==> src/rtl/fetch_pc_unit_pkg.sv <==
// fetch_pc_unit_pkg: shared next-PC select encodings, reset PC and nop constant
package fetch_pc_unit_pkg;
  typedef enum logic [1:0] {
    NPC_SEQ = 2'b00,
    NPC_BR  = 2'b01,
    NPC_J   = 2'b10,
    NPC_JR  = 2'b11
  } npc_sel_e;
  localparam logic [31:0] RESET_PC_DEF = 32'h0000_3000;
  localparam logic [31:0] NOP = 32'h0000_0000;
endpackage

==> src/rtl/fetch_pc_unit_if.sv <==
// fetch_pc_unit_if: decode/hazard control into the fetch unit, fetch/F-D state out
interface fetch_pc_unit_if;
  logic        stall;
  logic [1:0]  npc_sel;
  logic        D_br_taken;
  logic [15:0] D_imm16;
  logic [25:0] D_instr_index;
  logic [31:0] D_rs_val;
  logic [31:0] F_Instr;
  logic [31:0] F_PC;
  logic [31:0] D_PC;
  logic [31:0] D_Instr;
  logic        D_valid;
  logic [31:0] fetch_cnt;
  logic        D_exc_adel;
  modport master (
    output stall, npc_sel, D_br_taken, D_imm16, D_instr_index, D_rs_val, F_Instr,
    input  F_PC, D_PC, D_Instr, D_valid, fetch_cnt, D_exc_adel
  );
  modport slave (
    input  stall, npc_sel, D_br_taken, D_imm16, D_instr_index, D_rs_val, F_Instr,
    output F_PC, D_PC, D_Instr, D_valid, fetch_cnt, D_exc_adel
  );
endinterface

==> src/rtl/fetch_pc_unit_npc_calc.sv <==
// fetch_pc_unit_npc_calc: combinational next-PC mux (seq / branch / j / jr), mod 2^32
module fetch_pc_unit_npc_calc
  import fetch_pc_unit_pkg::*;
(
  input  logic [31:0] f_pc_i,
  input  logic [31:0] d_pc_i,
  input  npc_sel_e    sel_i,
  input  logic        br_taken_i,
  input  logic [15:0] imm16_i,
  input  logic [25:0] instr_index_i,
  input  logic [31:0] rs_val_i,
  output logic [31:0] npc_o
);
  logic [31:0] seq, pc4;
  // Select target; branch and jump are relative to the D instruction's PC+4
  always_comb begin
    seq = f_pc_i + 32'd4;
    pc4 = d_pc_i + 32'd4;
    npc_o = sel_i == NPC_BR ? (br_taken_i ? pc4 + {{14{imm16_i[15]}}, imm16_i, 2'b00} : seq) :
            sel_i == NPC_J  ? {pc4[31:28], instr_index_i, 2'b00} :
            sel_i == NPC_JR ? rs_val_i : seq;
  end
endmodule

==> src/rtl/fetch_pc_unit.sv <==
// fetch_pc_unit: F-stage PC, F/D register and fetch counter; FETCH_ADDR_CHECK_EN enables fetch address-error flagging
module fetch_pc_unit
  import fetch_pc_unit_pkg::*;
#(
  parameter logic [31:0] RESET_PC = RESET_PC_DEF,
  parameter int          IM_WORDS = 1024
) (
  input logic            clk,
  input logic            reset_n,
  fetch_pc_unit_if.slave bus
);
  logic [31:0] f_pc_q, f_pc_d, d_pc_q, d_instr_q, d_instr_d, cnt_q, cnt_d, npc;
  logic        d_valid_q, adel_q, adel;
  npc_sel_e    sel;
`ifdef FETCH_ADDR_CHECK_EN
  localparam logic [31:0] PC_END = RESET_PC + 32'(4 * IM_WORDS);
  assign adel = (|f_pc_q[1:0]) || f_pc_q < RESET_PC || f_pc_q >= PC_END;
`else
  assign adel = 1'b0;
`endif
  assign sel = d_valid_q ? npc_sel_e'(bus.npc_sel) : NPC_SEQ;
  fetch_pc_unit_npc_calc u_npc (
    .f_pc_i        (f_pc_q),
    .d_pc_i        (d_pc_q),
    .sel_i         (sel),
    .br_taken_i    (bus.D_br_taken),
    .imm16_i       (bus.D_imm16),
    .instr_index_i (bus.D_instr_index),
    .rs_val_i      (bus.D_rs_val),
    .npc_o         (npc)
  );
  // Next-state values for an unstalled edge; counter saturates at all-ones
  always_comb begin
    f_pc_d = npc;
    d_instr_d = adel ? NOP : bus.F_Instr;
    cnt_d = &cnt_q ? cnt_q : cnt_q + 32'd1;
  end
  // PC, F/D register and counter; the delay-slot word in F is always latched
  always_ff @(posedge clk or negedge reset_n) begin
    if (!reset_n) begin
      f_pc_q <= RESET_PC;
      d_pc_q <= '0;
      d_instr_q <= '0;
      d_valid_q <= 1'b0;
      cnt_q <= '0;
      adel_q <= 1'b0;
    end else if (!bus.stall) begin
      f_pc_q <= f_pc_d;
      d_pc_q <= f_pc_q;
      d_instr_q <= d_instr_d;
      d_valid_q <= 1'b1;
      cnt_q <= cnt_d;
      adel_q <= adel;
    end
  end
  assign bus.F_PC = f_pc_q;
  assign bus.D_PC = d_pc_q;
  assign bus.D_Instr = d_instr_q;
  assign bus.D_valid = d_valid_q;
  assign bus.fetch_cnt = cnt_q;
  assign bus.D_exc_adel = adel_q;
endmodule

==> src/flat_wrapper.sv <==
// flat-port wrapper written by rule: the top's interface ports become plain ports
module fetch_pc_unit_flat import fetch_pc_unit_pkg::*;
#(
  parameter logic [31:0] RESET_PC = RESET_PC_DEF,
  parameter int          IM_WORDS = 1024
)
  (clk, reset_n, bus_stall, bus_npc_sel, bus_D_br_taken, bus_D_imm16, bus_D_instr_index, bus_D_rs_val, bus_F_Instr, bus_F_PC, bus_D_PC, bus_D_Instr, bus_D_valid, bus_fetch_cnt, bus_D_exc_adel);
  fetch_pc_unit_if bus_i ();
  input logic clk;
  input logic reset_n;
  input wire logic [$bits(bus_i.stall)-1:0] bus_stall;
  input wire logic [$bits(bus_i.npc_sel)-1:0] bus_npc_sel;
  input wire logic [$bits(bus_i.D_br_taken)-1:0] bus_D_br_taken;
  input wire logic [$bits(bus_i.D_imm16)-1:0] bus_D_imm16;
  input wire logic [$bits(bus_i.D_instr_index)-1:0] bus_D_instr_index;
  input wire logic [$bits(bus_i.D_rs_val)-1:0] bus_D_rs_val;
  input wire logic [$bits(bus_i.F_Instr)-1:0] bus_F_Instr;
  output wire logic [$bits(bus_i.F_PC)-1:0] bus_F_PC;
  output wire logic [$bits(bus_i.D_PC)-1:0] bus_D_PC;
  output wire logic [$bits(bus_i.D_Instr)-1:0] bus_D_Instr;
  output wire logic [$bits(bus_i.D_valid)-1:0] bus_D_valid;
  output wire logic [$bits(bus_i.fetch_cnt)-1:0] bus_fetch_cnt;
  output wire logic [$bits(bus_i.D_exc_adel)-1:0] bus_D_exc_adel;
  assign bus_i.stall = bus_stall;
  assign bus_i.npc_sel = bus_npc_sel;
  assign bus_i.D_br_taken = bus_D_br_taken;
  assign bus_i.D_imm16 = bus_D_imm16;
  assign bus_i.D_instr_index = bus_D_instr_index;
  assign bus_i.D_rs_val = bus_D_rs_val;
  assign bus_i.F_Instr = bus_F_Instr;
  assign bus_F_PC = bus_i.F_PC;
  assign bus_D_PC = bus_i.D_PC;
  assign bus_D_Instr = bus_i.D_Instr;
  assign bus_D_valid = bus_i.D_valid;
  assign bus_fetch_cnt = bus_i.fetch_cnt;
  assign bus_D_exc_adel = bus_i.D_exc_adel;
  fetch_pc_unit #(.RESET_PC(RESET_PC), .IM_WORDS(IM_WORDS)) u_core (.clk(clk), .reset_n(reset_n), .bus(bus_i));
endmodule
==> config.mk <==
export PLATFORM = sky130hd
export DESIGN_NAME = fetch_pc_unit_flat
export DESIGN_NICKNAME = d
export VERILOG_FILES = /design/src/rtl/fetch_pc_unit_pkg.sv /design/src/rtl/fetch_pc_unit_if.sv /design/src/rtl/fetch_pc_unit_npc_calc.sv /design/src/rtl/fetch_pc_unit.sv /design/src/flat_wrapper.sv
export SDC_FILE = /design/constraint.sdc
export NUM_CORES = 1
export LEC_CHECK = 0
export CAP_MARGIN = 20
export CORE_MARGIN = 2
export CORE_UTILIZATION = 45
export CTS_CLUSTER_SIZE = 24
export DETAILED_ROUTE_END_ITERATION = 7
export GPL_ROUTABILITY_DRIVEN = 0
export GPL_TIMING_DRIVEN = 0
export PLACE_DENSITY = 0.8
export SYNTH_ARGS = -nofsm -noshare
export SYNTH_HDL_FRONTEND = slang
export SYNTH_SLANG_ARGS = --single-unit
==> constraint.sdc <==
create_clock -name clk -period 4.8 [get_ports clk]
set_clock_uncertainty 0.2 [all_clocks]
set_input_delay 1.44 -clock clk [delete_from_list [all_inputs] [get_ports clk]]
set_output_delay 1.44 -clock clk [all_outputs]
set_load 0.02 [all_outputs]
; After elaboration in Yosys (flattened, before gate mapping)
; Cells that the tools add are included.
[totals]
regBits = 129
out_inout_bits = 130
[op_classes]
addsub = 4
n_eq_ne = 3
n_mux = 5
bitwise_logic = 2
reduce_logical = 2
[ops]
columns = cell, n
row1 = 2-to-1 mux 32 bit, 4
row2 = "adder 32 x 3 -> 32 bit, second input constant", 2
row3 = "adder 32 x 1 -> 32 bit, second input constant", 1
row4 = adder 32 bit, 1
row5 = AND reduction 32 bit, 1
row6 = "equality test 2 bit, second input constant", 2
row7 = "equality test 2 x 1 -> 1 bit, second input constant", 1
row8 = 2-to-1 mux 2 bit, 1
row9 = inverter 1 bit, 2
row10 = AND reduction 2 bit, 1

; Depth between registers and ports, before layout
[depth]
depth_word = 5
ltp_mapped = 17

; Hierarchy
; A second synthesis with hierarchy kept.
[hier_totals]
cells_unflattened = 836
hier_area_um2 = 8694.6
[by_module_without_submodules]
columns = module, n_inst, cells_each, area_per_inst_um2
row1 = fetch_pc_unit, 1, 347, 5129.9
row2 = fetch_pc_unit_npc_calc, 1, 489, 3564.7

; Worst setup path after synthesis
; OpenSTA, ideal clock, no wires.
[synth_path]
path_type = input-to-reg
from = input port bus_D_imm16[4]
to = register u_core.f_pc_q[19] (netlist: u_core.bus.F_PC[19])
setup_ps = 65
arrival_time_ps = 3619
path_slack_ps = 916
stages = 11
n_path_buf = 1
path_cell_list = ha_1 > buf_6 > a21oi_1 > a21boi_2 > o31ai_2 > o21ai_4 > a311oi_4 > o21ai_1 > xnor2_1 > a2111oi_0 > a211o_1
[synth_between]
elab_chain_cells = 3
[synth_rtl]
columns = item, line_no
row1 = from (decl), flat_wrapper.sv:14  ; input wire logic [$bits(bus_i.D_imm16)-1:0] bus_D_imm16;
row2 = adder 32 bit, fetch_pc_unit_npc_calc.sv:19  ; npc_o = sel_i == NPC_BR ? (br_taken_i ? pc4 + {{14{imm16_i[15]}}, imm16_i, 2'b00} : seq) :
row3 = 2-to-1 mux 32 bit (2 in series), fetch_pc_unit_npc_calc.sv:19
row4 = to (signal assigned), fetch_pc_unit.sv:48  ; f_pc_q <= f_pc_d;
row5 = to (decl), fetch_pc_unit.sv:12  ; logic [31:0] f_pc_q, f_pc_d, d_pc_q, d_instr_q, d_instr_d, cnt_q, cnt_d, npc;
; No other way between the ends.
; A chain may end at the register's enable or synchronous reset.

; Final worst setup path
[layout_path]
from = register u_core.d_pc_q[4] (netlist: u_core.bus.D_PC[4])
to = register u_core.f_pc_q[31] (netlist: u_core.bus.F_PC[31])
[layout_between]
elab_chain_cells = 4
elab_cells_between_ends = 5
cone_classes = add/sub: 2 / mux: 3
[layout_rtl]
columns = item, line_no
row1 = from (decl), fetch_pc_unit.sv:12
row2 = from (signal assigned), fetch_pc_unit.sv:49  ; d_pc_q <= f_pc_q;
row3 = adder 32 x 3 -> 32 bit (*), fetch_pc_unit_npc_calc.sv:18  ; pc4 = d_pc_i + 32'd4;
row4 = adder 32 bit, fetch_pc_unit_npc_calc.sv:19
row5 = 2-to-1 mux 32 bit, fetch_pc_unit_npc_calc.sv:19
row6 = 2-to-1 mux 32 bit (*), fetch_pc_unit_npc_calc.sv:19
; Every way passes the cells marked *; elsewhere a longest branch is shown, timed or not.

==> flow_metrics.tcl <==
set metrics [dict create \
    status "complete, no violations" \
    grt_start_max_net_pins 67 \
    route.antenna.remaining_nets 0 \
    synth.distinct_cells 74 \
    critPathCaptureType "flop" \
    fin_setup_tns_ns 0 \
    criticalPathCategory "reg -> reg" \
    peakVddDrop_uv 282 \
    vias 8454 \
    synth.largest_area_cell "dfrtp_1" \
    worstHoldPathType "reg -> reg" \
    synth_xor_area_share_pct 10.4 \
    port-buffer-count 240 \
    nNetsFinal 1345 \
    reg2reg_setup_slack_ns 0.36 \
    h-tree-depth 4 \
    core-area_um2 18900 \
    ys_top_cells_by_area "dfrtp_1, mux2_2, xnor2_1" \
    grt_overflow 0 \
    grt_pass1_vias 8403 \
    synthArstFlopShare_pct 100 \
    clock_sinks 129 \
    synth_area_um2 8730 \
    cp_max_fo 7 \
    die_y_um 143 \
    stdcell_area_um2 12100 \
    row_count 50 \
    initialDrtViolationCount 614 \
    cts_setup_buffers 0 \
    drv_slew 0 \
    synth_nets 1085 \
    layout-drive-gt1-share_pct 9.93 \
    wl_per_cell_um 19.6 \
    fin_crit_sh_pct 92.5 \
    reg2reg_to "u_core.bus.F_PC[31]" \
    die_w_um 143 \
    fin_crit_ns 4.44 \
    viasPerCell 5.75 \
    synth.top_cells.by_count "dfrtp_1, nand2_1, xnor2_1, mux2_2, a21oi_1" \
    synthToLayoutAreaGrowth_pct 38.1 \
    drc 0 \
    r2r_cells 16 \
    root_buffer "clkbuf_16" \
    drt_first_pass_iters 5 \
    max_freq_ghz 0.225 \
    hold_violations 0 \
    finalSetupViolations 0 \
    drt_wl_total_um 28900 \
    drv_cap 0 \
    yosys.area_share.simple_pct 18.2 \
    hold_buffers 0 \
    synth_compound_area_share_pct 15.4 \
    placedCellCount 1436 \
    post_dp_cell_area_um2 11500 \
    post-route-util_pct 63.8 \
    synth_top_family_by_area "simple AND/OR/NAND/NOR gates" \
    synth.most_common_cell "dfrtp_1" \
    post-place-ws_ns -0.247 \
    tritoncts "done" \
    tightest_slew_ns 1.04 \
    ys_seq_area_share_pct 37.0 \
    synth_mux_area_share_pct 10.3 \
    grt_util_all_layers_pct 28.1 \
    hold_start "u_core.bus.fetch_cnt[14]" \
    insertion_delay_ns 0.43 \
    yosysWarnings 0 \
    initial_utilization_pct 46.2 \
    rr_startpoint "u_core.bus.D_PC[4]" \
    avgSynthCellArea_um2 9.34 \
    slew_headroom_pct 30.8 \
    yosys.area.top_type_share_pct 36.4 \
    synthCells 935 \
    die_area_um2 20500 \
    boundaryPins 242 \
    setup_ws_ns 0.362 \
    cts_resized 0 \
    power_density_nw_per_um2 382 \
    synth_edf_count 0 \
    grt_pass1_wl_um 44500 \
    startpoint_type "flop" \
    cp.arrival_ns 4.55 \
    antenna_found_initial 4 \
    leakage_nw 4.98 \
    dp_hpwl_um 22200 \
    clk_pin_slew_ns 0.06 \
    ys_seq_elements 129 \
    synth_ff_type "dfrtp_1" \
    post_layout_nonfiller_instances 1471 \
    worstPathRequired_ns 4.91 \
    clockBufferDepth 2 \
    cp-startpoint "u_core.bus.D_PC[4]" \
    synth-adder-area-share_pct 5.53 \
    endpoint "u_core.bus.F_PC[31]" \
    rsz0062_at_grt "false" \
    cts_made_buffers 17 \
]
==> power breakdown <==
part / total [W] / switching, W / internal [W]
logic: 0.00187 / 0.000993 / 0.000876
clock network: 0.00126 / 0.000536 / 0.000720
registers: 0.00149 / 0.000232 / 0.00126
==> layout by cell type, fill, tap and decap left out, drive strengths merged, types with 3 or more instances in the layout <==
cell | netlist | final
and3 | 22 | 22
o21a | 5 | 5
a211oi | 9 | 9
nand3 | 51 | 51
nand2b | 5 | 5
clkdlybuf4s50 | 0 | 238
nor3 | 13 | 13
and2 | 12 | 12
a31oi | 6 | 6
o21ai | 58 | 58
inv | 20 | 25
o22ai | 6 | 6
nor2 | 48 | 48
o211ai | 7 | 7
diode | 0 | 3
nand4 | 28 | 28
nand3b | 3 | 3
a221oi | 5 | 5
buf | 23 | 25
a2111oi | 3 | 3
nor2b | 11 | 11
a32oi | 4 | 4
xnor2 | 73 | 73
ha | 37 | 37
a21o | 17 | 17
mux2i | 20 | 20
dfrtp | 127 | 127
mux2 | 62 | 62
o32ai | 3 | 3
clkbuf | 23 | 41
nand2 | 100 | 100
and4 | 14 | 14
a21oi | 51 | 51
clkinv | 0 | 3
clkinvlp | 0 | 5
xor2 | 31 | 31
==> worst max-delay path: stages (launching register included) <==
cell and delay, ns:
dfrtp_1 0.46, nand4_1 0.31, nor3_2 0.38, nand2_1 0.24, nor2_1 0.26, and4_1 0.23, xor2_1 0.15, ha_1 0.24
clkbuf_1 0.18, a21o_1 0.23, a2111oi_0 0.32, o32ai_1 0.13, a21oi_1 0.33, o2111ai_1 0.15, o211ai_1 0.21, nor3b_1 0.22
nor3_1 0.08
==> through the flow <==
stage	hold slack, ns	power [W]
2_1_floorplan	0.330	0.00257
4_1_cts	0.291	0.00461
3_3_place_gp	0.280	0.00330
3_5_place_dp	0.278	0.00334
6_report	0.291	0.00461
5_1_grt	0.313	0.00484
==> sequential cells by signal, indices dropped and copies added, names as in the netlist <==
register,count
u_core.bus.D_Instr,32
u_core.bus.D_PC,32
u_core.bus.D_valid,1
u_core.bus.F_PC,32
u_core.bus.fetch_cnt,32
==> layer usage <==
metal | wire length (um) | track usage [%] | vias to the layer above
met4 | 1060 | 10.7 | 0
li1 | - | - | 3925
met5 | 0 | 0 | -
met2 | 14000 | 47.6 | 385
met3 | 2640 | 8.30 | 77
met1 | 11200 | 34.0 | 4067
==> final cells by class <==
| cell class | instances | area [um2] |
|---|---|---|
| fillers | 1606 | 6830 |
| multi-input cells | 740 | 5230 |
| flip-flops and latches | 129 | 3230 |
| repair buffers | 241 | 2430 |
| clock buffers | 18 | 429 |
| well taps | 260 | 325 |
| plain buffers | 46 | 195 |
| clock inverters | 14 | 133 |
| inverters | 20 | 75.1 |
| diodes | 3 | 7.51 |
==> cells by family (layout without fill, tap and decap cells) <==
| logic type | Yosys count | count (layout) |
|---|---|---|
| AND/OR/NAND/NOR | 313 | 313 |
| AO/OA/AOI/OAI | 202 | 202 |
| flip-flops | 129 | 129 |
| XOR/XNOR | 104 | 104 |
| multiplexers | 82 | 82 |
| buffers and inverters | 66 | 339 |
| adder cells (fa/ha/maj) | 38 | 38 |
| other | 1 | 4 |
==> how the worst min path moves through the flow <==
stage / endpoint / slack, ns / cells past startpoint
2_1_floorplan: u_core.bus.F_PC[13] / 0.33 / 2
4_1_cts: u_core.bus.fetch_cnt[14] / 0.29 / 1
3_3_place_gp: u_core.bus.fetch_cnt[14] / 0.28 / 1
5_1_grt: u_core.bus.fetch_cnt[20] / 0.31 / 1
3_5_place_dp: u_core.bus.fetch_cnt[14] / 0.28 / 1
6_report: u_core.bus.fetch_cnt[14] / 0.29 / 1
(Power assumes the default switching activity.)
